### src/rtl/sram_seq_pkg.sv
// Shared defaults and slot-state encodings for the SRAM loop sequencer.
package sram_seq_pkg;

    localparam int unsigned ADDR_W_DEF = 18;
    localparam int unsigned DATA_W_DEF = 8;

    typedef logic [1:0] state_t;

    localparam state_t IDLE    = 2'd0;
    localparam state_t WR_SLOT = 2'd1;
    localparam state_t RD_SLOT = 2'd2;

endpackage

### src/rtl/sram_addr_gen.sv
// SRAM address counter: loop-region wrap, frame-sync restart and latched jumps.
module sram_addr_gen
    import sram_seq_pkg::*;
#(
    parameter int unsigned ADDR_W = ADDR_W_DEF
) (
    input  logic              clk,
    input  logic              rst_n,
    input  logic              advance,
    input  logic              frame_sync,
    input  logic              jump_req,
    input  logic [ADDR_W-1:0] jump_addr,
    input  logic [ADDR_W-1:0] loop_start,
    input  logic [ADDR_W-1:0] loop_end,
    output logic [ADDR_W-1:0] addr,
    output logic              jump_ack
);

    logic              jmp_pend;
    logic [ADDR_W-1:0] jmp_tgt;
    logic              fs_pend;

    logic              jump_now;
    logic [ADDR_W-1:0] tgt_now;
    logic              fs_now;
    logic [ADDR_W-1:0] addr_nx;

    // A request arriving on the slot-end edge itself is honoured on that edge.
    always_comb begin
        jump_now = jmp_pend | jump_req;
        tgt_now  = jump_req ? jump_addr : jmp_tgt;
        fs_now   = fs_pend | frame_sync;
        if (jump_now) begin
            addr_nx = tgt_now;
        end else if (fs_now) begin
            addr_nx = loop_start;
        end else if (addr == loop_end) begin
            addr_nx = loop_start;
        end else begin
            addr_nx = addr + ADDR_W'(1);
        end
    end

    always_ff @(posedge clk) begin
        if (!rst_n) begin
            addr     <= '0;
            jmp_pend <= 1'b0;
            jmp_tgt  <= '0;
            fs_pend  <= 1'b0;
            jump_ack <= 1'b0;
        end else begin
            jump_ack <= 1'b0;
            if (jump_req) begin
                jmp_pend <= 1'b1;
                jmp_tgt  <= jump_addr;
            end
            if (frame_sync) begin
                fs_pend <= 1'b1;
            end
            // Applying any advance consumes both pending events; a jump discards frame_sync.
            if (advance) begin
                addr     <= addr_nx;
                jmp_pend <= 1'b0;
                fs_pend  <= 1'b0;
                jump_ack <= jump_now;
            end
        end
    end

endmodule

### src/rtl/sram_loop_sequencer.sv
// Fixed-length SRAM access slots (write in record, read in playback) with
// registered, contention-free strobes.
module sram_loop_sequencer
    import sram_seq_pkg::*;
#(
    parameter int unsigned ADDR_W = ADDR_W_DEF,
    parameter int unsigned DATA_W = DATA_W_DEF,
    parameter int unsigned DIV    = 4
) (
    input  logic              clk,
    input  logic              rst_n,
    input  logic              en,
    input  logic              rec,
    input  logic [DATA_W-1:0] pix_in,
    input  logic              frame_sync,
    input  logic              jump_req,
    input  logic [ADDR_W-1:0] jump_addr,
    input  logic [ADDR_W-1:0] loop_start,
    input  logic [ADDR_W-1:0] loop_end,
    input  logic [DATA_W-1:0] sram_dq_i,
    output logic [ADDR_W-1:0] sram_addr,
    output logic [DATA_W-1:0] sram_dq_o,
    output logic              sram_dq_oe,
    output logic              sram_cs_n,
    output logic              sram_we_n,
    output logic              sram_oe_n,
    output logic [DATA_W-1:0] pix_out,
    output logic              pix_valid,
    output logic              jump_ack
);

    localparam int unsigned PH_W = (DIV > 1) ? $clog2(DIV) : 1;
    localparam logic [PH_W-1:0] PH_LAST = PH_W'(DIV - 1);

    state_t          state;
    state_t          state_nx;
    logic [PH_W-1:0] ph;
    logic [PH_W-1:0] ph_nx;
    logic            slot_end;
    logic            boundary;

    always_comb begin
        slot_end = (state != IDLE) && (ph == PH_LAST);
        boundary = (state == IDLE) || (ph == PH_LAST);
        if (boundary) begin
            ph_nx = '0;
            if (!en) begin
                state_nx = IDLE;
            end else if (rec) begin
                state_nx = WR_SLOT;
            end else begin
                state_nx = RD_SLOT;
            end
        end else begin
            ph_nx    = ph + PH_W'(1);
            state_nx = state;
        end
    end

    // Strobes are decoded from the next state/phase so each register shows
    // the value belonging to the cycle it is presented in.
    always_ff @(posedge clk) begin
        if (!rst_n) begin
            state      <= IDLE;
            ph         <= '0;
            sram_dq_o  <= '0;
            sram_dq_oe <= 1'b0;
            sram_cs_n  <= 1'b1;
            sram_we_n  <= 1'b1;
            sram_oe_n  <= 1'b1;
            pix_out    <= '0;
            pix_valid  <= 1'b0;
        end else begin
            state      <= state_nx;
            ph         <= ph_nx;
            sram_cs_n  <= (state_nx == IDLE);
            sram_dq_oe <= (state_nx == WR_SLOT) && (ph_nx != '0);
            sram_we_n  <= !((state_nx == WR_SLOT) && (ph_nx != '0) && (ph_nx != PH_LAST));
            sram_oe_n  <= !((state_nx == RD_SLOT) && (ph_nx != '0));
            if ((state_nx == WR_SLOT) && (ph_nx == '0)) begin
                sram_dq_o <= pix_in;
            end
            pix_valid <= (state == RD_SLOT) && (ph == PH_LAST);
            if ((state == RD_SLOT) && (ph == PH_LAST)) begin
                pix_out <= sram_dq_i;
            end
        end
    end

    sram_addr_gen #(
        .ADDR_W (ADDR_W)
    ) u_addr_gen (
        .clk        (clk),
        .rst_n      (rst_n),
        .advance    (slot_end),
        .frame_sync (frame_sync),
        .jump_req   (jump_req),
        .jump_addr  (jump_addr),
        .loop_start (loop_start),
        .loop_end   (loop_end),
        .addr       (sram_addr),
        .jump_ack   (jump_ack)
    );

endmodule

### config.mk
export PLATFORM = sky130hd
export DESIGN_NAME = sram_loop_sequencer
export DESIGN_NICKNAME = d
export VERILOG_FILES = /design/src/rtl/sram_seq_pkg.sv /design/src/rtl/sram_addr_gen.sv /design/src/rtl/sram_loop_sequencer.sv
export SDC_FILE = /design/constraint.sdc
export NUM_CORES = 1
export LEC_CHECK = 0
export CAP_MARGIN = 40
export CORE_MARGIN = 5
export CORE_UTILIZATION = 40
export CTS_CLUSTER_SIZE = 10
export DETAILED_ROUTE_END_ITERATION = 6
export HOLD_SLACK_MARGIN = 0.06
export PLACE_DENSITY = 0.79
export SYNTH_ARGS = -nofsm -noshare
export SYNTH_HDL_FRONTEND = slang
export SYNTH_HIERARCHICAL = 1
export SYNTH_SLANG_ARGS = --single-unit
### constraint.sdc
create_clock -name clk -period 2.1 [get_ports clk]
set_clock_uncertainty 0.1 [all_clocks]
set_input_delay 0.525 -clock clk [delete_from_list [all_inputs] [get_ports clk]]
set_output_delay 0.525 -clock clk [all_outputs]
set_load 0.03 [all_outputs]
# Yosys cells after proc, flatten, opt, wreduce, memory -nomap -nowiden
# Index checks and enable logic that the tools add are counted.
# totals
reg_bits	64
inputBits	76
output_inout_bits	40
# op_classes
n_addsub	2
eq_ne	6
muxes	8
bitwise_logic	3
reduce_logical	16
# ops
op	count
18-bit 2-to-1 mux	4
18-bit by 1-bit adder with 18-bit output, second input constant	1
18-bit == test	1
2-bit 2-to-1 mux	4
2-bit == test, second input constant	3
1-bit logical AND	6
2-bit zero test	3
2-bit nonzero test	2
2-bit by 1-bit adder with 2-bit output, second input constant	1
2-bit by 1-bit == test with 1-bit output, second input constant	1
1-bit zero test	2
2-bit != test, second input constant	1
1-bit bitwise OR	2
2-bit AND reduction	1
2-bit OR reduction	1
1-bit logical OR	1
1-bit inverter	1

# Logic depth before layout (Yosys ltp)
# logic_depth
depth_word	7
ltp_mapped	8

# By module
# The synthesis kept the hierarchy.
# modules_own_cells
module	instances	cells_per_inst	area_per_inst_um2	seq_area_each_um2
sram_addr_gen	1	223	2073.2	780.7
sram_loop_sequencer	1	107	953.4	500.5

# Worst setup path after synthesis
# Ideal clock, no wire load.
# synth_path
kind	flip-flop to flip-flop
start	reg ph[0]
end	reg u_addr_gen.addr[10]
setup_time_ns	0.059
arrival_time_ns	1.946
path_slack_ns	-0.005
stages_incl_launch_ff	9
n_path_buf	2
period_less_slack_ns	2.105
path_cell_list	dfxtp_1 -> ha_1 -> clkbuf_1 -> nor2b_1 -> nand3_1 -> nor3_1 -> o2bb2ai_2 -> buf_6 -> a221o_1
# synth_between
elab_chain_cells	2
# synth_rtl
item	line	text
start, declared	sram_loop_sequencer.sv:37	logic [PH_W-1:0] ph;
start signal, assigned	sram_loop_sequencer.sv:75	ph <= ph_nx;
2-bit == test	sram_loop_sequencer.sv:43	slot_end = (state != IDLE) && (ph == PH_LAST);
1-bit logical AND	sram_loop_sequencer.sv:43	
net slot_end	sram_loop_sequencer.sv:39	logic slot_end;
end signal, assigned	sram_addr_gen.sv:62	addr <= addr_nx;
end, declared	sram_addr_gen.sv:15	output logic [ADDR_W-1:0] addr,
# The timed path passes the listed nets, and every way through them passes these cells.
# A chain may end at the register's enable or synchronous reset.

# Final worst setup path
# layout_path
start	in loop_end[2]
end	reg u_addr_gen.addr[16]
# layout_between
elab_chain_cells	4
# layout_rtl
item	line	text
start, declared	sram_loop_sequencer.sv:19	input logic [ADDR_W-1:0] loop_end,
18-bit == test	sram_addr_gen.sv:37	end else if (addr == loop_end) begin
18-bit 2-to-1 mux	sram_addr_gen.sv:37	
18-bit 2-to-1 mux	sram_addr_gen.sv:35	end else if (fs_now) begin
18-bit 2-to-1 mux	sram_addr_gen.sv:33	if (jump_now) begin
# Every way passes these cells.

==> metrics.md <==
| Metric | Value |
|---|---|
| Status | `finished, final reports clean` |
| Die Width | `97.0 um` |
| Syn Nets | `408` |
| Final WL | `9.17 mm` |
| Skew-Pair Late Insertion Delay | `0.33 ns` |
| Antenna violations before repair | `0` |
| Pre-CTS setup slack | `-0.368 ns` |
| Max H-tree Level | `3` |
| Slew Limit Fails | `0` |
| Setup WS post-layout | `0.0254 ns` |
| Most numerous cell in the Yosys netlist | `dfxtp_1` |
| Pin count of the biggest net entering global routing | `21` |
| Hold_sp | `sram_dq_o[6]$_SDFFE_PN0P_` |
| FP Rows | `31` |
| Total CTS buffers | `9` |
| Drt first pass iters | `4` |
| HP Class | `flop to flop` |
| Port Buffers | `115` |
| Cell area after synthesis | `3030 sq um` |
| GRT Util Overall | `19.1%` |
| Sequential element share of the synthesized area | `42.3%` |
| Max-cap viol count | `0` |
| Crit share post-route | `98.8%` |
| Internal | `0.00230 W` |
| Detail Route Antenna Nets | `0` |
| ANT cells | `0` |
| CP endpoint kind | `flop` |
| Post-synth EDFFs | `0` |
| RSZ-0062 raised after global routing | `yes` |
| R2r setup slk | `0.06 ns` |
| Met1 Use GR | `23.8%` |
| CP arrival | `2.19 ns` |
| Die footprint | `9410 sq um` |
| WS Path Type | `primary input to flop` |
| Die H | `97.0 um` |
| Leakage Power | `2.01 nW` |
| Clk sinks | `64` |
| Power Density | `618 nW/um^2` |
| I/O Pins | `116` |
| Final GP Congestion | `0.890` |
| Most used routing layer | `met2` |
| Worst Hold End | `sram_dq_o[6]$_SDFFE_PN0P_` |
| CTS max path bufs | `2` |
| Area contributors post-synth | `dfxtp_1 (42%), mux2i_1 (8.6%), xnor2_1 (7.5%)` |
| R2r startpoint | `u_addr_gen/addr[3]$_SDFFE_PN0P_` |
| FF+latch count, synth | `64` |
| GR met3 Demand/Resource | `4.10%` |
| Final setup vio count | `0` |
| CP Launch Type | `primary input` |
| Cell accounting for the most synthesized area | `dfxtp_1` |
| Final Hold Slack | `0.360 ns` |
| Sw Share | `22.4%` |
| Mapped Avg Cell Area | `9.17 sq um` |
| Routing usage on met2 | `32.0%` |
| Layout cells sized above 1 | `13.5%` |
| Starting DRT DRC Count | `186` |
| Routed len/inst | `15.7 um` |
| Cell count of the worst hold path | `2` |
| Least-Margin Pin Slew | `0.514 ns` |
| Clock power frac | `41.3%` |
| Ys async rst share | `0%` |
| Maximum VDD drop | `396 uV` |
| Reg2reg end | `u_addr_gen/addr[13]$_SDFFE_PN0P_` |
| Yosys warnings | `6` |
| HPWL Detailed | `6.88 mm` |
| CP required | `2.21 ns` |
| # DRC | `0` |
| Final Net Count | `556` |
| Seq pwr share | `43.1%` |
| CTS root buf | `clkbuf_8` |
| Synth cell count leaders | `dfxtp_1 (64), nand2_1 (52), mux2i_1 (26), xnor2_1 (26), nor2b_1 (24)` |
| Post-synthesis instance total | `330` |
| Core ar. | `7290 sq um` |
| Global-route wire length before repair | `14.8 mm` |
| Achievable Freq | `0.482 GHz` |
| Worst-path clk slew | `0.06 ns` |
| Gate power share | `15.6%` |
| Starting Density | `41.5%` |
| Synth top area share | `42.3%` |
| Critical path fanouts, max | `17` |
| Total number of vias | `2,918` |
| Cell variety after synth | `37` |
| R2R depth | `5` |
| CTS tree | `built` |
| Most used DFF post-synth | `dfxtp_1` |
| Hold Fails Final Rpt | `0` |
| Vias per Instance | `5.01` |
| Number of global-route vias before repair | `2,984` |
| Rel. slew slack | `65.6%` |
| Area delta synth->final | `58.6%` |
| Min cycle time layout | `2.07 ns` |
| P_sw | `0.000663 W` |
| Grt total ovfl | `0` |
routing by layer:
metal	wire length, um	vias to the layer above
met5	0	-
met4	242	0
met3	525	18
met2	4600	107
met1	3800	1351
li1	-	1442
critical path, cell delays in order:
cell and delay [ns]:
clkdlybuf4s50_1 0.42, xnor2_1 0.21, nand4_1 0.19, nor3_4 0.27, a21oi_4 0.18, a221o_1 0.38
flip-flops by register name, indices dropped and copies added (netlist names):
name	count
u_addr_gen/jmp_tgt	18
sram_cs_n	1
u_addr_gen/jump_ack	1
sram_dq_oe	1
u_addr_gen/jmp_pend	1
ph	2
state	2
sram_dq_o	8
u_addr_gen/addr	18
u_addr_gen/fs_pend	1
sram_we_n	1
sram_oe_n	1
pix_out	8
pix_valid	1
timing repair:
| action | CTS | global route |
|---|---|---|
| buffers inserted | 0 | 1 |
| pin swaps | 0 | 3 |
| endpoints found under the setup margin | 33 | 20 |
| hold buffers | 0 | 0 |
| resized for setup | 17 | 12 |
worst max-delay path by stage:
stage | startpoint | slack, ns | end | depth (start not counted)
5_1_grt | loop_end[15] | -0.02 | u_addr_gen/addr[14]$_SDFFE_PN0P_ | 8
2_1_floorplan | ph[0]$_SDFF_PN0_ | 0.09 | u_addr_gen/addr[10]$_SDFFE_PN0P_ | 8
4_1_cts | u_addr_gen/addr[17]$_SDFFE_PN0P_ | 0.01 | sram_addr[17] | 1
3_3_place_gp | loop_end[11] | -0.33 | u_addr_gen/addr[16]$_SDFFE_PN0P_ | 6
6_report | loop_end[2] | 0.03 | u_addr_gen/addr[16]$_SDFFE_PN0P_ | 6
3_5_place_dp | jump_req | -0.37 | u_addr_gen/addr[16]$_SDFFE_PN0P_ | 5
power groups by stage:
stage	clock network [W]	logic [W]	registers, W
after floorplan	0	0.000148	0.00134
after global placement	0	0.000453	0.00130
after detailed placement	0	0.000459	0.00131
after CTS	0.00125	0.000462	0.00128
after global routing	0.00131	0.000497	0.00128
final	0.00123	0.000462	0.00128
area by class of cell:
type                            count  area (sq um)
Clock buffer                       14           173
Clock inverter                      2          60.1
Fill cell                         590          2490
Inverter                            6          22.5
Multi-Input combinational cell    243          1670
Sequential cell                    64          1280
Tap cell                           99           124
Timing Repair Buffer              154          1470
layout by cell type (no fill, tap or decap), types with 2 or more instances in the layout:
cell,count
clkdlybuf4s50_1,95
dfxtp_1,64
nand2_1,52
buf_4,34
mux2i_1,26
nor2b_1,24
xnor2_1,24
o21ai_0,18
a221o_1,17
dlygate4sd2_1,16
nor2_1,15
nand3_1,13
clkbuf_8,12
a21oi_1,8
nand4_1,8
xor2_1,8
inv_1,6
dlymetal6s2s_1,4
nor3_1,3
nor3_2,3
xnor2_2,3
buf_6,3
nand2b_1,2
ha_1,2
clkbuf_1,2
bufinv_16,2
buf_12,2
and4_1,2
cell families (layout without fill, tap and decap cells):
| logic type | Yosys count | in the layout | share of synthesized area (%) |
|---|---|---|---|
| compound gates | 51 | 51 | 12.6 |
| fa+ha+maj | 2 | 2 | 0.827 |
| flops | 64 | 64 | 42.3 |
| buf+inv | 23 | 176 | 4.01 |
| xor+xnor | 35 | 35 | 10.4 |
| simple gates | 129 | 129 | 21.2 |
| mux | 26 | 26 | 8.60 |
through the flow:
stage               power, W  util (%)  instances  setup TNS, ns  instance area, sq um
global placement     0.00176      61.9        565          -5.37                  4510
CTS                  0.00299      64.9        581              0                  4730
floorplan            0.00149         -        330              0                  3030
finish               0.00297      65.8        582              0                  4800
global route         0.00309      65.8        582        -0.0821                  4800
detailed placement   0.00177      61.9        565          -6.05                  4510
No activity file was read; power rests on OpenSTA's default activity.
